===== src/rtl/mem_arbiter.sv =====
// Two-port memory arbiter: one outstanding op, IDLE -> ISSUE -> RESP.
// Define MEM_ARB_RR_EN for round-robin contention; default is fixed priority (port 0).
module mem_arbiter #(
  parameter int DATA_WIDTH = 8,
  parameter int ADDR_WIDTH = 3
) (
  input  logic                  clk,
  input  logic                  rst_n,
  input  logic [1:0]            req_valid,
  output logic [1:0]            req_ready,
  input  logic [1:0]            req_we,
  input  logic [ADDR_WIDTH-1:0] req_addr0,
  input  logic [ADDR_WIDTH-1:0] req_addr1,
  input  logic [DATA_WIDTH-1:0] req_wdata0,
  input  logic [DATA_WIDTH-1:0] req_wdata1,
  output logic [1:0]            rsp_valid,
  output logic [DATA_WIDTH-1:0] rsp_rdata,
  output logic                  mem_wr_en,
  output logic                  mem_rd_en,
  output logic [ADDR_WIDTH-1:0] mem_addr,
  output logic [DATA_WIDTH-1:0] mem_wdata,
  input  logic [DATA_WIDTH-1:0] mem_rdata,
  output logic                  busy
);

  typedef enum logic [1:0] {
    IDLE  = 2'd0,
    ISSUE = 2'd1,
    RESP  = 2'd2
  } state_e;

  state_e                state_q, state_d;
  logic                  port_q, port_d;
  logic                  we_q, we_d;
  logic                  wr_en_q, wr_en_d;
  logic                  rd_en_q, rd_en_d;
  logic [ADDR_WIDTH-1:0] addr_q, addr_d;
  logic [DATA_WIDTH-1:0] wdata_q, wdata_d;
  logic [1:0]            rsp_valid_q, rsp_valid_d;
`ifdef MEM_ARB_RR_EN
  logic                  ptr_q, ptr_d;
`endif

  logic                  gnt;
  logic                  hs;
  logic                  gnt_we;
  logic [ADDR_WIDTH-1:0] sel_addr;
  logic [DATA_WIDTH-1:0] sel_wdata;

  // Pick the winner and raise its ready only while idle and out of reset.
  always_comb begin
`ifdef MEM_ARB_RR_EN
    gnt = (&req_valid) ? ~ptr_q : req_valid[1];
`else
    gnt = (&req_valid) ? 1'b0 : req_valid[1];
`endif
    hs        = rst_n && (state_q == IDLE) && (|req_valid);
    req_ready = hs ? (gnt ? 2'b10 : 2'b01) : 2'b00;
    gnt_we    = req_we[gnt];
    sel_addr  = gnt ? req_addr1 : req_addr0;
    sel_wdata = gnt ? req_wdata1 : req_wdata0;
  end

  // Next state and next registered outputs; strobes default low.
  always_comb begin
    state_d     = state_q;
    port_d      = port_q;
    we_d        = we_q;
    wr_en_d     = 1'b0;
    rd_en_d     = 1'b0;
    addr_d      = '0;
    wdata_d     = '0;
    rsp_valid_d = 2'b00;
`ifdef MEM_ARB_RR_EN
    ptr_d       = ptr_q;
`endif
    unique case (state_q)
      IDLE: begin
        if (hs) begin
          state_d = ISSUE;
          port_d  = gnt;
          we_d    = gnt_we;
          wr_en_d = gnt_we;
          rd_en_d = ~gnt_we;
          addr_d  = sel_addr;
          wdata_d = gnt_we ? sel_wdata : '0;
`ifdef MEM_ARB_RR_EN
          ptr_d   = gnt;
`endif
        end
      end
      ISSUE: begin
        if (we_q) begin
          state_d = IDLE;
        end else begin
          state_d     = RESP;
          rsp_valid_d = port_q ? 2'b10 : 2'b01;
        end
      end
      RESP:    state_d = IDLE;
      default: state_d = IDLE;
    endcase
  end

  // State and registered outputs; async reset aborts any op in flight.
  always_ff @(posedge clk or negedge rst_n) begin
    if (!rst_n) begin
      state_q     <= IDLE;
      port_q      <= 1'b0;
      we_q        <= 1'b0;
      wr_en_q     <= 1'b0;
      rd_en_q     <= 1'b0;
      addr_q      <= '0;
      wdata_q     <= '0;
      rsp_valid_q <= 2'b00;
`ifdef MEM_ARB_RR_EN
      ptr_q       <= 1'b1;
`endif
    end else begin
      state_q     <= state_d;
      port_q      <= port_d;
      we_q        <= we_d;
      wr_en_q     <= wr_en_d;
      rd_en_q     <= rd_en_d;
      addr_q      <= addr_d;
      wdata_q     <= wdata_d;
      rsp_valid_q <= rsp_valid_d;
`ifdef MEM_ARB_RR_EN
      ptr_q       <= ptr_d;
`endif
    end
  end

  assign mem_wr_en = wr_en_q;
  assign mem_rd_en = rd_en_q;
  assign mem_addr  = addr_q;
  assign mem_wdata = wdata_q;
  assign rsp_valid = rsp_valid_q;
  assign rsp_rdata = (state_q == RESP) ? mem_rdata : '0;
  assign busy      = (state_q != IDLE);

endmodule


===== config.mk =====
export PLATFORM = sky130hd
export DESIGN_NAME = mem_arbiter
export DESIGN_NICKNAME = d
export VERILOG_FILES = /design/src/rtl/mem_arbiter.sv
export SDC_FILE = /design/constraint.sdc
export NUM_CORES = 1
export LEC_CHECK = 0
export CORE_UTILIZATION = 53
export DETAILED_ROUTE_END_ITERATION = 10
export DONT_BUFFER_PORTS = 1
export PLACE_DENSITY_LB_ADDON = 0.2
export SYNTH_ARGS = -nofsm -noshare
export SYNTH_HDL_FRONTEND = slang
export SYNTH_SLANG_ARGS = --single-unit

===== constraint.sdc =====
create_clock -name clk -period 1.09 [get_ports clk]
set_input_delay 0.1635 -clock clk [delete_from_list [all_inputs] [get_ports clk]]
set_output_delay 0.1635 -clock clk [all_outputs]
set_load 0.01 [all_outputs]

==> impl_results.md <==
- Post-synth EDFFs: 0
- DRT antenna net count: 0
- # IOs: 62
- H-tree levels: 1
- Filler cells: 86
- Routed WL: 2160 um
- Root Driver: clkbuf_4
- Die Y: 41.5 um
- Clk slew on worst S/H paths: 0.11 ns
- Final GP Congestion: 0.676
- P_leak: 0.544 nW
- Async SR Flop Fraction: 100%
- Area leader, netlist: dfrtp_1
- Clk buf depth: 2
- Total congestion overflow: 0
- Final worst setup slack: -0.297 ns
- GRT Overall Usage: 25.1%
- Peak VDD IR: 0.970 mV
- Register area share after synthesis: 57.5%
- Fmax: 721 MHz
- Drt initial violations: 6
- Adder-cell share of the synthesized area: 0%
- Cells after Synth: 83
- Critical path data arrival time: 1.22 ns
- Synth Cell Area: 827 um^2
- Final min period: 1.39 ns
- Post-Syn Area per Cell: 9.96 um^2
- Worst hold slack: 0.00135 ns
- Clock Power Share: 22.7%
- Placed wire-length estimate: 1290 um
- Setup violations, final: 22
- Vias in the first global route: 654
- First-pass GRT wire length: 3290 um
- Area grow syn2layout: 40.1%
- Critical Path Sink Type: output pin
- Seq cells post-synth: 19
- Hold Path Class: input pin to register
- Kind of critical path: register to output pin
- First-pass DRT Iterations: 4
- Top cell type's share of synthesized area: 57.5%
- RSZ-0062 raised after global routing: true
- Layout cell share with drive strength beyond 1: 35.2%
- Synth Flop Type: dfrtp_1
- Pint: 1.11 mW
- Worst-skew pair later-pin latency: 0.30 ns
- Worst slew pin tran: 0.836 ns
- TritonCTS clock tree: done
- IO buf count: 0
- Yosys warns: 0
- # rows: 13
- Net Switching: 0.453 mW
- Crit Path Max Fanout: 6
- Worst slew margin: 44.1%
- Fin util: 83.8%
- Inserted Clock Buffers: 3
- Post-route clock skew: 0.00823 ns
- Pin count of the biggest net entering global routing: 20
- Full die area: 1720 um^2
- Post-route clock period utilization: 127%
- Vias: 712
- Starting Density: 59.8%
- Sequential share of power: 52.7%
- Antenna diode count: 0
- Initial antenna violation count: 0
- Synth Area in Simple Gates: 26.0%
- Combinational Power Share: 24.6%
- Top post-synthesis cells by area: dfrtp_1 57%, nand3_1 9.7%, and2_1 6.8%
- Req. time, crit path: 0.93 ns
- Vias/cell: 5.93
- Final net count: 142
- Post-synth cell types: 17
- Drt drc: 0
- CP Launch Type: register
- Violated checks: negative setup slack
- Post-synthesis compound-gate area fraction: 8.17%
- Clock sink total: 19
- Syn_nets: 119
- Pwr/cell area: 1350 nW/um^2
- Main combinational cell family by area after synthesis: simple AND/OR/NAND/NOR gates
- Fin. max-slew vios: 0
- Final Hold Fails: 0
- Sw Share: 29.1%
- Die X: 41.5 um
- XOR/XNOR Fraction of Synth Area: 0%
- Avg WL per Cell: 18.0 um
- Status: finished, violations left
- Max-cap violations: 0
- Post-synthesis mux area share: 3.78%
- Core area: 1380 um^2
==> critical path, cell delays in order, from the launching register on <==
cell	delay, ns
dfrtp_1	0.44
nor2_4	0.15
o211ai_4	0.10
buf_12	0.15
nor2_4	0.10
==> power by group through the flow <==
stage	clock, mW	combinational (mW)	sequential, mW
6_report	0.354	0.384	0.823
5_1_grt	0.388	0.413	0.832
4_1_cts	0.356	0.345	0.822
3_5_place_dp	0	0.232	0.833
3_3_place_gp	0	0.225	0.830
2_1_floorplan	0	0.181	0.822
==> layout make-up <==
type	count	area, um^2	area share (%)
repair buffers	23	229	19.8
multi-input cells	56	397	34.2
flip-flops and latches	19	475	41.0
clock buffers	3	22.5	1.94
well taps	15	18.8	1.62
inverters	3	11.3	0.972
clock inverters	1	5.00	0.432
==> cells by family after synthesis <==
logic type | after synthesis
mux | 3
buf+inv | 8
simple gates | 41
compound gates | 12
flops | 19
==> sequential cells by signal, indices dropped and copies added, names as in the netlist <==
signal	count
mem_rd_en	1
port_q	1
we_q	1
rsp_valid	2
mem_addr	3
state_q	2
mem_wdata	8
mem_wr_en	1
==> worst paths after layout <==
kind	startpoint	to	slack [ns]	depth (start not counted)
min reg2reg	port_q	rsp_valid[0]	0.45	1
min in group asynchronous	rst_n	mem_addr[2]	0.40	1
max in group asynchronous	rst_n	we_q	0.17	1
max	state_q[1]	req_ready[1]	-0.30	4
max reg2reg	state_q[1]	port_q	-0.12	4
min	req_wdata1[4]	mem_wdata[4]	0.001	2
==> layout by cell type (no fill, tap or decap) <==
master,n
dfrtp_1,19
mux2i_1,2
buf_6,3
dlygate4sd3_1,13
clkbuf_4,3
buf_12,1
mux2_2,1
and2_1,1
nor2b_1,1
nand2_1,6
inv_1,2
nor2_4,3
a21oi_2,6
and2_4,8
nand3_1,16
nand2b_1,1
buf_4,6
o211ai_4,1
nor2_1,1
nor3b_2,1
clkinv_2,1
and2b_2,1
and2b_1,1
a21oi_1,5
nor2b_2,1
inv_2,1
==> cell usage after synthesis, types with 2 or more instances <==
cell type,instances
dfrtp_1,19
nand3_1,16
a21oi_1,11
and2_1,9
nand2_1,6
nor2_1,4
buf_2,3
inv_1,3
and2b_1,2
mux2i_1,2
nor2b_1,2
==> repair_timing <==
item,4_1_cts,5_1_grt
resized for setup,15,7
hold endpoints to repair,29,3
endpoints found under the setup margin,23,23
hold buffers,10,3
cloned,0,0
setup buffers,3,1
pin swaps,10,3
==> per-stage QoR <==
stage / total power, mW / std cells / setup WS (ns) / TNS [ns] / area (um^2)
floorplan: 1.00 / 83 / -0.00843 / -0.0169 / 857
global placement: 1.05 / 99 / -0.00415 / -0.00802 / 903
detailed placement: 1.06 / 99 / -0.0465 / -0.201 / 903
CTS: 1.52 / 116 / -0.293 / -3.57 / 1090
global route: 1.63 / 120 / -0.347 / -5.01 / 1160
finish: 1.56 / 120 / -0.297 / -3.86 / 1160
==> routing by layer <==
metal,global-route usage [%],wire length (um),vias to the layer above
met1,30.9,825,336
met2,42.2,1110,49
met3,8.70,161,9
li1,-,-,318
met4,5.81,65,0
met5,0,0,-
Note: power is estimated with default switching activity, not from simulation.
